--- src/rtl/tuart_pkg.sv ---
// Shared Tiny-UART types and helpers for the transmitter and receiver.
// Latency: n/a (types/functions only).
// Backpressure: n/a.
package tuart_pkg;

  typedef enum logic [1:0] {
    IDLE,
    START,
    DATA,
    STOP
  } tx_state_e;

  function automatic int clks_per_bit(input int sys_clk_f, input int baud_rate);
    return sys_clk_f / baud_rate;
  endfunction

endpackage

--- src/rtl/tuart_baud_tick.sv ---
// Bit-period counter: one-cycle tick at count CLKS_PER_BIT-1, then wraps.
// Latency: tick on the CLKS_PER_BIT-th cycle after clr drops.
// Backpressure: none; clr holds the count at zero.
module tuart_baud_tick #(
  parameter int CLKS_PER_BIT = 868
) (
  input  logic clk_i,
  input  logic rst_in,
  input  logic clr,
  output logic tick
);

  localparam int CW = $clog2(CLKS_PER_BIT + 1);
  localparam logic [CW-1:0] LAST = CW'(CLKS_PER_BIT - 1);

  logic [CW-1:0] cnt;

  always_ff @(posedge clk_i) begin
    if (!rst_in || clr) begin
      cnt <= '0;
    end else if (cnt == LAST) begin
      cnt <= '0;
    end else begin
      cnt <= cnt + 1'b1;
    end
  end

  assign tick = (cnt == LAST);

endmodule

--- src/rtl/tuart_tx.sv ---
// Tiny-UART transmitter: sends an XFER_WIDTH word as 8N1-style frames, lowest word first.
// Latency: start bit one cycle after acceptance; done_o one cycle after the last stop bit.
// Backpressure: rdy_o high only in IDLE; valid_i while busy is dropped.
module tuart_tx
  import tuart_pkg::*;
#(
  parameter int XFER_WIDTH = 32,
  parameter int DATA_BITS  = 8,
  parameter int SYS_CLK_F  = 100_000_000,
  parameter int BAUD_RATE  = 115_200
) (
  input  logic                  clk_i,
  input  logic                  rst_in,
  input  logic [XFER_WIDTH-1:0] data_i,
  input  logic                  valid_i,
  output logic                  rdy_o,
  output logic                  done_o,
  output logic                  tx_o
);

  localparam int CLKS_PER_BIT = clks_per_bit(SYS_CLK_F, BAUD_RATE);
  localparam int WORDS        = XFER_WIDTH / DATA_BITS;
  localparam int BW           = $clog2(DATA_BITS + 1);
  localparam int WW           = $clog2(WORDS + 1);
  localparam logic [BW-1:0] LAST_BIT  = BW'(DATA_BITS - 1);
  localparam logic [WW-1:0] LAST_WORD = WW'(WORDS - 1);

  if (XFER_WIDTH % DATA_BITS != 0) begin : g_bad_width
    $error("tuart_tx: XFER_WIDTH must be a multiple of DATA_BITS");
  end
  if (CLKS_PER_BIT < 2) begin : g_bad_baud
    $error("tuart_tx: CLKS_PER_BIT must be at least 2");
  end

  tx_state_e             state_q, state_d;
  logic [XFER_WIDTH-1:0] shift_q, shift_d;
  logic [BW-1:0]         bit_cnt_q, bit_cnt_d;
  logic [WW-1:0]         word_cnt_q, word_cnt_d;
  logic                  tx_d, done_d, accept, tick;

  assign rdy_o  = (state_q == IDLE);
  assign accept = valid_i && rdy_o;

  // Timer is held at zero while idle so the first start bit gets a full period.
  tuart_baud_tick #(
    .CLKS_PER_BIT(CLKS_PER_BIT)
  ) u_baud (
    .clk_i (clk_i),
    .rst_in(rst_in),
    .clr   (state_q == IDLE),
    .tick  (tick)
  );

  always_comb begin
    state_d    = state_q;
    shift_d    = shift_q;
    bit_cnt_d  = bit_cnt_q;
    word_cnt_d = word_cnt_q;
    done_d     = 1'b0;
    tx_d       = 1'b1;

    case (state_q)
      IDLE: begin
        if (accept) begin
          shift_d    = data_i;
          bit_cnt_d  = '0;
          word_cnt_d = '0;
          state_d    = START;
        end
      end
      START: begin
        if (tick) state_d = DATA;
      end
      DATA: begin
        if (tick) begin
          shift_d = shift_q >> 1;
          if (bit_cnt_q == LAST_BIT) begin
            bit_cnt_d = '0;
            state_d   = STOP;
          end else begin
            bit_cnt_d = bit_cnt_q + 1'b1;
          end
        end
      end
      STOP: begin
        if (tick) begin
          if (word_cnt_q == LAST_WORD) begin
            state_d = IDLE;
            done_d  = 1'b1;
          end else begin
            word_cnt_d = word_cnt_q + 1'b1;
            state_d    = START;
          end
        end
      end
      default: state_d = IDLE;
    endcase

    // Line level is derived from the next state so tx_o can be a plain flop.
    case (state_d)
      START:   tx_d = 1'b0;
      DATA:    tx_d = shift_d[0];
      default: tx_d = 1'b1;
    endcase
  end

  always_ff @(posedge clk_i) begin
    if (!rst_in) begin
      state_q    <= IDLE;
      shift_q    <= '0;
      bit_cnt_q  <= '0;
      word_cnt_q <= '0;
      tx_o       <= 1'b1;
      done_o     <= 1'b0;
    end else begin
      state_q    <= state_d;
      shift_q    <= shift_d;
      bit_cnt_q  <= bit_cnt_d;
      word_cnt_q <= word_cnt_d;
      tx_o       <= tx_d;
      done_o     <= done_d;
    end
  end

endmodule

--- config.mk ---
export PLATFORM = sky130hd
export DESIGN_NAME = tuart_tx
export DESIGN_NICKNAME = d
export VERILOG_FILES = /design/src/rtl/tuart_pkg.sv /design/src/rtl/tuart_baud_tick.sv /design/src/rtl/tuart_tx.sv
export SDC_FILE = /design/constraint.sdc
export NUM_CORES = 1
export LEC_CHECK = 0
export ABC_AREA = 1
export CAP_MARGIN = 30
export CORE_ASPECT_RATIO = 0.7
export CORE_MARGIN = 2
export CORE_UTILIZATION = 57
export DETAILED_ROUTE_END_ITERATION = 10
export PLACE_DENSITY = 0.84
export SLEW_MARGIN = 15
export SYNTH_ARGS = -nofsm -noshare
export SYNTH_HDL_FRONTEND = slang
export SYNTH_SLANG_ARGS = --single-unit
--- constraint.sdc ---
create_clock -name clk_i -period 4.19 [get_ports clk_i]
set_input_delay 0.838 -clock clk_i [delete_from_list [all_inputs] [get_ports clk_i]]
set_output_delay 0.838 -clock clk_i [all_outputs]
set_load 0.01 [all_outputs]
==> reports/metrics.yaml <==
yosys.area.top_type: "dfxtp_1"
synth_top_area_share_pct: 45.30
chipWidth_microns: 80.62
cts_resized: 0
critPathKind: "reg2out"
stdcell_count: 401
syn_avg_cell_area_sq_um: 7.389
r2r_slack_ns: 2.43
period_minus_slack_ns: 2.350
drive_gt1_share_pct: 8.883
cts_root_buf: "clkbuf_8"
ys_seq_area_share_pct: 45.30
core_area_sq_mm: 0.003923
p_leak_uw: 0.001021
area_delta_synth_final_pct: 18.75
antenna_cells: 0
rsz0062_at_grt: "false"
grt_util_all_layers_pct: 21.28
dp.cells: 393
synth-async-reset-ratio_pct: 0
drv_cap: 0
first_pass_iters: 4
grt-ovfl-total: 0
layout.nets: 387
cp.arrival_ns: 1.51
finalMaxSlewViolations: 0
yosys-top-cells-count: "114 x nand2_1, 53 x dfxtp_1, 31 x a31oi_1"
drc: 0
post-dp-hpwl_mm: 3.211
drt_wl_total_mm: 4.819
yosysUniqueCellTypes: 27
detail_route.wl_per_cell_microns: 12.02
cpMaxStageDelayCell: "clkdlybuf4s50_1"
syn_nets: 356
synth_cells: 317
io_pins: 38
peakVddDrop_mv: 0.3107
power_density_mw_per_mm2: 343.6
clkTransAtPathRegs_ns: 0.11
p_switching_uw: 250.2
cpPeakStageDelay_ns: 0.57
critPathLaunchType: "flop"
num_rows: 19
fin_worst_skew_ns: 0.01511
numCtsBuffers: 5
yosysMostFrequentCell: "nand2_1"
post-route-period-util_pct: 56.09
hp-class: "reg2reg"
power_frac_seq_pct: 56.9
required_ns: 3.35
ant_nets: 0
gp_congestion: 0.8115
synth-edff-count: 0
tns_ns: 0
viasPerCell: 5.259
p_clk_share_pct: 31.5
die_y_microns: 57.63
drt_iter0_markers: 80
antenna_found_initial: 0
crit_chain: "nor2_2, clkdlybuf4s50_1"
clock.fmax_ghz: 0.4255
slew_headroom_pct: 60.30
dieArea_sq_mm: 0.004646
cts_tree: "yes"
internal-power_uw: 705.7
worst_pin_slew_ns: 0.5946
cp_max_fo: 5
setup_viol: 0
start_util_pct: 59.71
switching_share_pct: 26.17
grt_pass1_vias: 1767
yosys_most_used_dff: "dfxtp_1"
p_comb_share_pct: 11.6
cts_hold_buf: 0
cts_setup_buffers: 0
status: "finished clean"
clk_latency_ns: 0.32
cts_max_level: 2
synth.area.top_cells: "dfxtp_1 45%, nand2_1 18%, a31oi_1 8.3%"
port_buffers: 37
vias: 2109
cts_sinks: 53
grt_pass1_wl_mm: 7.741
clk_path_buf_depth: 2
hold_viol_final: 0
synth_seq_cells: 53
synth_area_sq_mm: 0.002342
yosysWarnings: 0
critPathCaptureType: "output pin"
grt_max_degree: 37
## logic make-up after synthesis
kind of cell	share of synthesized area [%]
compound gates	13.73
xor+xnor	0.7480
fa+ha+maj	2.137
buf+inv	7.746
flops	45.30
simple gates	30.34
## placed cells by master, fill, tap and decap left out, types with 3 or more instances in the layout
cell type	count
nor2_4	3
ha_1	4
o21ai_1	4
dfxtp_1	53
inv_1	13
nor2_1	20
nor3_1	6
nand2_2	5
a21oi_1	13
nand2_1	114
inv_2	11
a31oi_1	31
o21ai_0	4
nand3_1	13
clkbuf_8	5
clkdlybuf4s50_1	37
## worst max-delay path: cells and delay by family, from the launching register on
family	cells	cell delay (ns)
buffers and inverters	1	0.57
flip-flops	1	0.39
AND/OR/NAND/NOR	1	0.23
## metal layers
metal	track usage [%]	wire length, microns	part of all wire [%]
met1	29.83	2447	51
met2	33.69	2108	44
met3	4.206	201	4.2
met4	6.538	61	1.3
met5	0	0	0
## power by group through the flow
stage               registers (uW)  logic (uW)  clock network [uW]
finish                         544         111                 301
global route                   547         123                 329
CTS                            544         111                 307
detailed placement             555         110                   0
global placement               554         107                   0
floorplan                      552        66.1                   0
## through the flow
stage               utilization [%]  worst slack [ns]  hold slack, ns  instance area [sq um]  total power [uW]
detailed placement            68.48             1.635          0.4622                   2686             664.6
finish                        70.91             1.840          0.4778                   2781             955.8
CTS                           70.91             1.845          0.4766                   2781             960.8
global placement              68.48             1.651          0.4274                   2686             661.6
floorplan                         -             2.568          0.4174                   2342             618.2
global route                  70.91             1.788          0.4957                   2781             999.4
## path summary, 6_finish.rpt
kind                  from  depth (start not counted)            end
max             state_q[0]                          2          rdy_o
min          word_cnt_q[2]                          2  word_cnt_q[2]
max reg2reg  u_baud.cnt[0]                          8     shift_q[2]
min reg2reg  word_cnt_q[2]                          2  word_cnt_q[2]
## sequential cells by signal (all words and copies together) (netlist names)
signal and flops:
u_baud.cnt 10, shift_q 32, bit_cnt_q 4, state_q 2
word_cnt_q 3, done_o 1, tx_o 1
## layout make-up
cell class	count	area, sq um
clock buffer	5	68.82
clock inverter	3	26.28
fill	321	1141
inverter	24	90.09
multi-input combinational	227	1100
sequential	53	1061
tap	52	65.06
timing repair buffer	37	370.4
Power figures use the tool's default switching activity.
